$ cat src/rtl/alu_pkg.sv
// Shared types and helpers for the alu_mdu ALU/multiply-divide unit.
// Op encodings mirror the 4-bit F field of the original combinational ALU.
package alu_pkg;

  typedef enum logic [3:0] {
    OP_AND  = 4'b0000,
    OP_OR   = 4'b0001,
    OP_ADD  = 4'b0010,
    OP_SUB  = 4'b0110,
    OP_SLT  = 4'b0111,
    OP_MULU = 4'b1000,
    OP_DIVU = 4'b1010
  } alu_op_t;

  typedef enum logic [1:0] {
    IDLE = 2'b00,
    ONE  = 2'b01,
    ITER = 2'b10,
    FIN  = 2'b11
  } state_t;

  // b_msb is the sign of the operand actually fed to the adder (after inversion for SUB)
  function automatic logic signed_ovf(input logic a_msb, input logic b_msb, input logic s_msb);
    return (a_msb == b_msb) && (s_msb != a_msb);
  endfunction

endpackage

$ cat src/rtl/alu_core.sv
// Combinational logic/add/sub/SLT slice; f[2] selects B inversion plus carry-in,
// f[1:0] selects AND, OR, sum or signed less-than.
module alu_core
  import alu_pkg::*;
#(
  parameter int WIDTH = 32
) (
  input  logic [2:0]       f,
  input  logic [WIDTH-1:0] a,
  input  logic [WIDTH-1:0] b,
  output logic [WIDTH-1:0] y,
  output logic             v
);

  logic [WIDTH-1:0] bb;
  logic [WIDTH-1:0] s;

  always_comb begin
    bb = f[2] ? ~b : b;
    s  = a + bb + {{(WIDTH-1){1'b0}}, f[2]};
    v  = signed_ovf(a[WIDTH-1], bb[WIDTH-1], s[WIDTH-1]);
    case (f[1:0])
      2'b00:   y = a & bb;
      2'b01:   y = a | bb;
      2'b10:   y = s;
      2'b11:   y = {{(WIDTH-1){1'b0}}, s[WIDTH-1] ^ v};
      default: y = {WIDTH{1'b0}};
    endcase
  end

endmodule

$ cat src/rtl/alu_mdu.sv
// WIDTH-bit ALU with registered results and iterative unsigned multiply/divide.
// Single-cycle ops finish one cycle after accept; MULU/DIVU take WIDTH+1 cycles.
module alu_mdu
  import alu_pkg::*;
#(
  parameter int WIDTH  = 32,
  parameter bit MUL_EN = 1'b1,
  parameter bit DIV_EN = 1'b1
) (
  input  logic             clk,
  input  logic             reset,
  input  logic             start,
  input  logic [3:0]       F,
  input  logic [WIDTH-1:0] A,
  input  logic [WIDTH-1:0] B,
  output logic             ready,
  output logic             done,
  output logic [WIDTH-1:0] Y,
  output logic [WIDTH-1:0] Hi,
  output logic             Zero,
  output logic             Overflow,
  output logic             DivByZero
);

  localparam int CW = $clog2(WIDTH + 1);

  state_t           state_q, state_d;
  logic             ready_q, ready_d;
  logic             done_q, done_d;
  logic [WIDTH-1:0] y_q, y_d, hi_q, hi_d;
  logic             zero_q, zero_d, ovf_q, ovf_d, dbz_q, dbz_d;
  logic [WIDTH-1:0] a_q, a_d, b_q, b_d;
  logic [WIDTH-1:0] acc_hi_q, acc_hi_d, acc_lo_q, acc_lo_d;
  logic             is_div_q, is_div_d;
  logic [CW-1:0]    cnt_q, cnt_d;

  logic [WIDTH-1:0] core_y;
  logic             core_v;

  logic             go_iter;
  logic [WIDTH-1:0] one_y, one_hi;
  logic             one_z, one_v, one_dz;

  logic [WIDTH:0]   mul_sum;
  logic [WIDTH:0]   div_shift;
  logic             div_ge;
  logic [WIDTH-1:0] div_diff;
  logic [WIDTH-1:0] step_hi, step_lo;

  alu_core #(.WIDTH(WIDTH)) u_core (
    .f (F[2:0]),
    .a (A),
    .b (B),
    .y (core_y),
    .v (core_v)
  );

  // Result of an op that completes in one cycle; reserved codes fall through to Y=0/Zero=1
  always_comb begin
    go_iter = 1'b0;
    one_y   = {WIDTH{1'b0}};
    one_hi  = {WIDTH{1'b0}};
    one_z   = 1'b1;
    one_v   = 1'b0;
    one_dz  = 1'b0;
    case (F)
      OP_AND, OP_OR, OP_SLT: begin
        one_y = core_y;
        one_z = (core_y == {WIDTH{1'b0}});
      end
      OP_ADD, OP_SUB: begin
        one_y = core_y;
        one_z = (core_y == {WIDTH{1'b0}});
        one_v = core_v;
      end
      OP_MULU: begin
        if (MUL_EN) go_iter = 1'b1;
        else        go_iter = 1'b0;
      end
      OP_DIVU: begin
        if (!DIV_EN) begin
          go_iter = 1'b0;
        end else if (B == {WIDTH{1'b0}}) begin
          one_y  = {WIDTH{1'b1}};
          one_hi = A;
          one_z  = 1'b0;
          one_dz = 1'b1;
        end else begin
          go_iter = 1'b1;
        end
      end
      default: go_iter = 1'b0;
    endcase
  end

  // One shift-add (MULU) or restoring-subtract (DIVU) step on the {hi,lo} pair
  always_comb begin
    mul_sum   = {1'b0, acc_hi_q} + (acc_lo_q[0] ? {1'b0, a_q} : {(WIDTH+1){1'b0}});
    div_shift = {acc_hi_q, acc_lo_q[WIDTH-1]};
    div_ge    = (div_shift >= {1'b0, b_q});
    div_diff  = div_shift[WIDTH-1:0] - b_q;
    if (is_div_q) begin
      step_hi = div_ge ? div_diff : div_shift[WIDTH-1:0];
      step_lo = {acc_lo_q[WIDTH-2:0], div_ge};
    end else begin
      step_hi = mul_sum[WIDTH:1];
      step_lo = {mul_sum[0], acc_lo_q[WIDTH-1:1]};
    end
  end

  // Next-state and output-register update
  always_comb begin
    state_d  = state_q;
    done_d   = 1'b0;
    y_d      = y_q;
    hi_d     = hi_q;
    zero_d   = zero_q;
    ovf_d    = ovf_q;
    dbz_d    = dbz_q;
    a_d      = a_q;
    b_d      = b_q;
    acc_hi_d = acc_hi_q;
    acc_lo_d = acc_lo_q;
    is_div_d = is_div_q;
    cnt_d    = cnt_q;
    case (state_q)
      IDLE, ONE, FIN: begin
        // ONE and FIN are the done cycle; a new request is accepted there too
        if (!start) begin
          state_d = IDLE;
        end else if (go_iter) begin
          state_d  = ITER;
          a_d      = A;
          b_d      = B;
          is_div_d = (F == OP_DIVU);
          acc_hi_d = {WIDTH{1'b0}};
          acc_lo_d = (F == OP_DIVU) ? A : B;
          cnt_d    = {CW{1'b0}};
        end else begin
          state_d = ONE;
          done_d  = 1'b1;
          y_d     = one_y;
          hi_d    = one_hi;
          zero_d  = one_z;
          ovf_d   = one_v;
          dbz_d   = one_dz;
        end
      end
      ITER: begin
        acc_hi_d = step_hi;
        acc_lo_d = step_lo;
        if (cnt_q == CW'(WIDTH - 1)) begin
          state_d = FIN;
          done_d  = 1'b1;
          cnt_d   = {CW{1'b0}};
          y_d     = step_lo;
          hi_d    = step_hi;
          zero_d  = (step_lo == {WIDTH{1'b0}});
          ovf_d   = is_div_q ? 1'b0 : (step_hi != {WIDTH{1'b0}});
          dbz_d   = 1'b0;
        end else begin
          cnt_d = cnt_q + {{(CW-1){1'b0}}, 1'b1};
        end
      end
      default: state_d = IDLE;
    endcase
    ready_d = (state_d != ITER);
  end

  // State and output registers
  always_ff @(posedge clk) begin
    if (reset) begin
      state_q  <= IDLE;
      ready_q  <= 1'b1;
      done_q   <= 1'b0;
      y_q      <= {WIDTH{1'b0}};
      hi_q     <= {WIDTH{1'b0}};
      zero_q   <= 1'b0;
      ovf_q    <= 1'b0;
      dbz_q    <= 1'b0;
      a_q      <= {WIDTH{1'b0}};
      b_q      <= {WIDTH{1'b0}};
      acc_hi_q <= {WIDTH{1'b0}};
      acc_lo_q <= {WIDTH{1'b0}};
      is_div_q <= 1'b0;
      cnt_q    <= {CW{1'b0}};
    end else begin
      state_q  <= state_d;
      ready_q  <= ready_d;
      done_q   <= done_d;
      y_q      <= y_d;
      hi_q     <= hi_d;
      zero_q   <= zero_d;
      ovf_q    <= ovf_d;
      dbz_q    <= dbz_d;
      a_q      <= a_d;
      b_q      <= b_d;
      acc_hi_q <= acc_hi_d;
      acc_lo_q <= acc_lo_d;
      is_div_q <= is_div_d;
      cnt_q    <= cnt_d;
    end
  end

  assign ready     = ready_q;
  assign done      = done_q;
  assign Y         = y_q;
  assign Hi        = hi_q;
  assign Zero      = zero_q;
  assign Overflow  = ovf_q;
  assign DivByZero = dbz_q;

endmodule

$ cat config.mk
export PLATFORM = sky130hd
export DESIGN_NAME = alu_mdu
export DESIGN_NICKNAME = d
export VERILOG_FILES = /design/src/rtl/alu_pkg.sv /design/src/rtl/alu_core.sv /design/src/rtl/alu_mdu.sv
export SDC_FILE = /design/constraint.sdc
export NUM_CORES = 1
export LEC_CHECK = 0
export ABC_CLOCK_PERIOD_IN_PS = 4100
export BUFFER_PORTS_ARGS = -buffer_cell sky130_fd_sc_hd__buf_2
export CAP_MARGIN = 20
export CORE_MARGIN = 4
export CORE_UTILIZATION = 30
export DETAILED_ROUTE_END_ITERATION = 7
export GPL_ROUTABILITY_DRIVEN = 0
export MAX_ROUTING_LAYER = met4
export PLACE_DENSITY = 0.56
export RECOVER_POWER = 100
export SYNTH_ARGS = -nofsm -noshare
export SYNTH_HDL_FRONTEND = slang
export SYNTH_HIERARCHICAL = 1
export SYNTH_SLANG_ARGS = --single-unit
$ cat constraint.sdc
create_clock -name clk -period 4.1 [get_ports clk]
set_clock_uncertainty 0.2 [all_clocks]
set_input_delay 0.205 -clock clk [delete_from_list [all_inputs] [get_ports clk]]
set_output_delay 0.205 -clock clk [all_outputs]
set_load 0.05 [all_outputs]
==> impl_metrics.csv <==
group,metric,value,unit
route,num_vias,18765,
layout,fin_nets,2913,
clocking,clock_latency,0.55,ns
clocking,cts_buffers,25,
layout,layout_commonest_cell,"nand2_1",
layout,instances_no_fill,3477,
route,antenna_left,0,
layout,drive_above_1_share,18.33,%
timing,finalCriticalPeriod,4.014,ns
timing,max_freq,249.2,MHz
power,ir_drop,0.2786,mV
job,drv_cap,0,
timing,max_slew_margin,12.22,%
timing,finalHoldViolations,0,
route,first_iter_violations,1636,
logic_synthesis,synth_cells,2332,
clocking,htreeDepth,1,
critical_path,arrival,4.26,ns
critical_path,required,4.35,ns
timing,worst_pin_slew,1.317,ns
clocking,clockBufferDepth,3,
grt,antenna_found_initial,1,
critical_path,crit_chain,"inv_1 -> ha_1 -> nand2_2 -> or4_1 -> a21o_1 -> and2_4 -> or3_4 -> nand2_4 -> mux2_2 -> a211o_1 -> nor4_2 -> and4_1 -> nand4b_1 -> o21a_1",
layout,final_cell_mix,"337 x nand2_1, 336 x a21oi_1, 286 x buf_4",
floorplanning,start_util,30.23,%
floorplanning,coreArea,0.05499,mm2
logic_synthesis,synth_cell_types,81,
floorplanning,die_y,243.4,um
timing,fin_crit_sh,97.89,%
critical_path,critPathSlowestCell,"or4_1",
floorplanning,die_x,243.4,um
logic_synthesis,synth-edff-count,0,
logic_synthesis,yosysWarningCount,6,
route,avgViaCountPerCell,5.397,
clocking,numClockSinks,206,
timing,maxSlewViolCount,0,
route,wirelength,69110,um
critical_path,rrSetupSlack,0.09,ns
logic_synthesis,seq_area_frac_synth,24.81,%
power,p_leak,9.190,nW
floorplanning,ios,140,
logic_synthesis,synth-seq-cells,206,
critical_path,end_kind,"flip-flop",
clocking,cts_root_buf,"clkbuf_16",
placement,dp_hpwl,52880,um
grt,grt_max_degree,121,
placement,dp.cells,3358,
clocking,cts_tree,"done",
route,drc,0,
logic_synthesis,synthArstFlopShare,0,%
critical_path,cpPeakStageDelay,0.51,ns
critical_path,crit_family,"simple AND/OR/NAND/NOR gates",
route,firstDrtPassIters,6,
logic_synthesis,syn-num-nets,2535,
grt,grt_pass1_wl,104600,um
min_path,hp-class,"in -> reg",
clocking,clkSlewWorstSetupHoldPaths,0.07,ns
power,power.density,294.1,mW/mm2
logic_synthesis,syn-cell-area,0.01662,mm2
critical_path,worstSetupPathType,"reg -> reg",
floorplanning,die_area,0.05925,mm2
critical_path,cp_max_fo,4,
power,finalPower,6.406,mW
logic_synthesis,avgSynthCellArea,7.129,um2
grt,grt_use_total,22.72,%
status,status,"complete, no violations",
logic_synthesis,synth_flop_cell,"dfxtp_1",
layout,syn2layout_area_growth,31.02,%
route,post_drt_wl_per_cell,19.87,um
placement,io_buffers,139,
floorplanning,rows,86,
timing,finalSetupViolCount,0,
critical_path,cp_num_buf_inv,1,
grt,grt_pass1_vias,17970,
critical_path,cp-start-kind,"flip-flop",
grt,gr-total-overflow,0,
==> per-stage QoR <==
| stage | area [um2] | TNS [ns] | util [%] | hold WS (ns) | setup WS [ns] |
|---|---|---|---|---|---|
| final | 21780 | 0 | 39.61 | 0.01333 | 0.08641 |
| after global routing | 21780 | -0.1222 | 39.61 | 0.05345 | -0.1222 |
| after CTS | 21520 | 0 | 39.13 | 0.02847 | 0.009232 |
| after detailed placement | 20040 | -2.715 | 36.44 | 0.2427 | -0.5456 |
| after global placement | 20040 | -2.116 | 36.44 | 0.2373 | -0.5055 |
| after floorplan | 16630 | 0 | - | 0.1410 | 0.01131 |
==> metal layers <==
layer	global-route usage [%]	wire (um)
met5	-	0
met4	11.73	4426
met3	2.289	3666
met2	37.41	32090
met1	27.67	28920
==> flip-flops by register name (all words and copies together), names as in the netlist <==
signal	cells
ready	1
Hi	32
state_q	2
a_q	32
done	1
DivByZero	1
Y	32
Zero	1
acc_lo_q	32
is_div_q	1
cnt_q	6
b_q	32
acc_hi_q	32
Overflow	1
==> Yosys cell counts (all sizes together), types with 16 or more instances <==
library cell | count | area share [%]
a21o | 36 | 1.6
a21oi | 343 | 10
a31oi | 20 | 0.75
and2 | 38 | 1.4
buf | 27 | 0.89
clkbuf | 128 | 2.9
dfxtp | 206 | 25
ha | 129 | 9.7
inv | 113 | 2.6
mux2i | 92 | 5.5
nand2 | 340 | 7.8
nand2b | 16 | 0.60
nand3 | 33 | 1.0
nand4 | 22 | 0.83
nor2 | 216 | 4.9
nor3 | 23 | 0.76
nor4 | 30 | 1.2
o211ai | 16 | 0.72
o21ai | 182 | 5.5
o22ai | 23 | 0.87
xnor2 | 42 | 2.2
xor2 | 71 | 3.7
==> cells by family after synthesis <==
logic type               after synthesis  synth area share, %
AND/OR/NAND/NOR                      783                21.29
buffers and inverters                268                6.329
flip-flops                           206                24.81
XOR/XNOR                             113                5.953
adder cells (fa/ha/maj)              132                10.07
AO/OA/AOI/OAI                        736                25.88
multiplexers                          94                5.675
==> timing repair <==
action,4_1_cts,5_1_grt
buffers inserted,0,7
pin swaps,0,25
hold buffers,66,0
endpoints found under the setup margin,2,10
gates resized for setup,7,75
endpoints found under the hold margin,93,0
==> layout make-up <==
cell class / count / area (um2)
clock inverters: 11 / 106.4
diodes: 1 / 2.502
fillers: 5678 / 33200
inverters: 113 / 424.2
repair buffers: 506 / 3654
clock buffers: 34 / 679.4
flip-flops and latches: 206 / 4129
well taps: 748 / 935.9
multi-input cells: 1858 / 11850
==> power breakdown <==
group | internal [mW] | switching [mW]
registers | 2.06 | 0.0404
clock network | 1.23 | 0.967
logic | 0.860 | 1.25
==> worst paths after layout <==
check | start | to | cells after the start
max reg2reg | b_q[11] | Overflow | 14
min reg2reg | a_q[6] | a_q[6] | 2
min | reset | acc_hi_q[29] | 2
max | b_q[11] | Overflow | 14
Note: power is estimated with default switching activity, not from simulation.
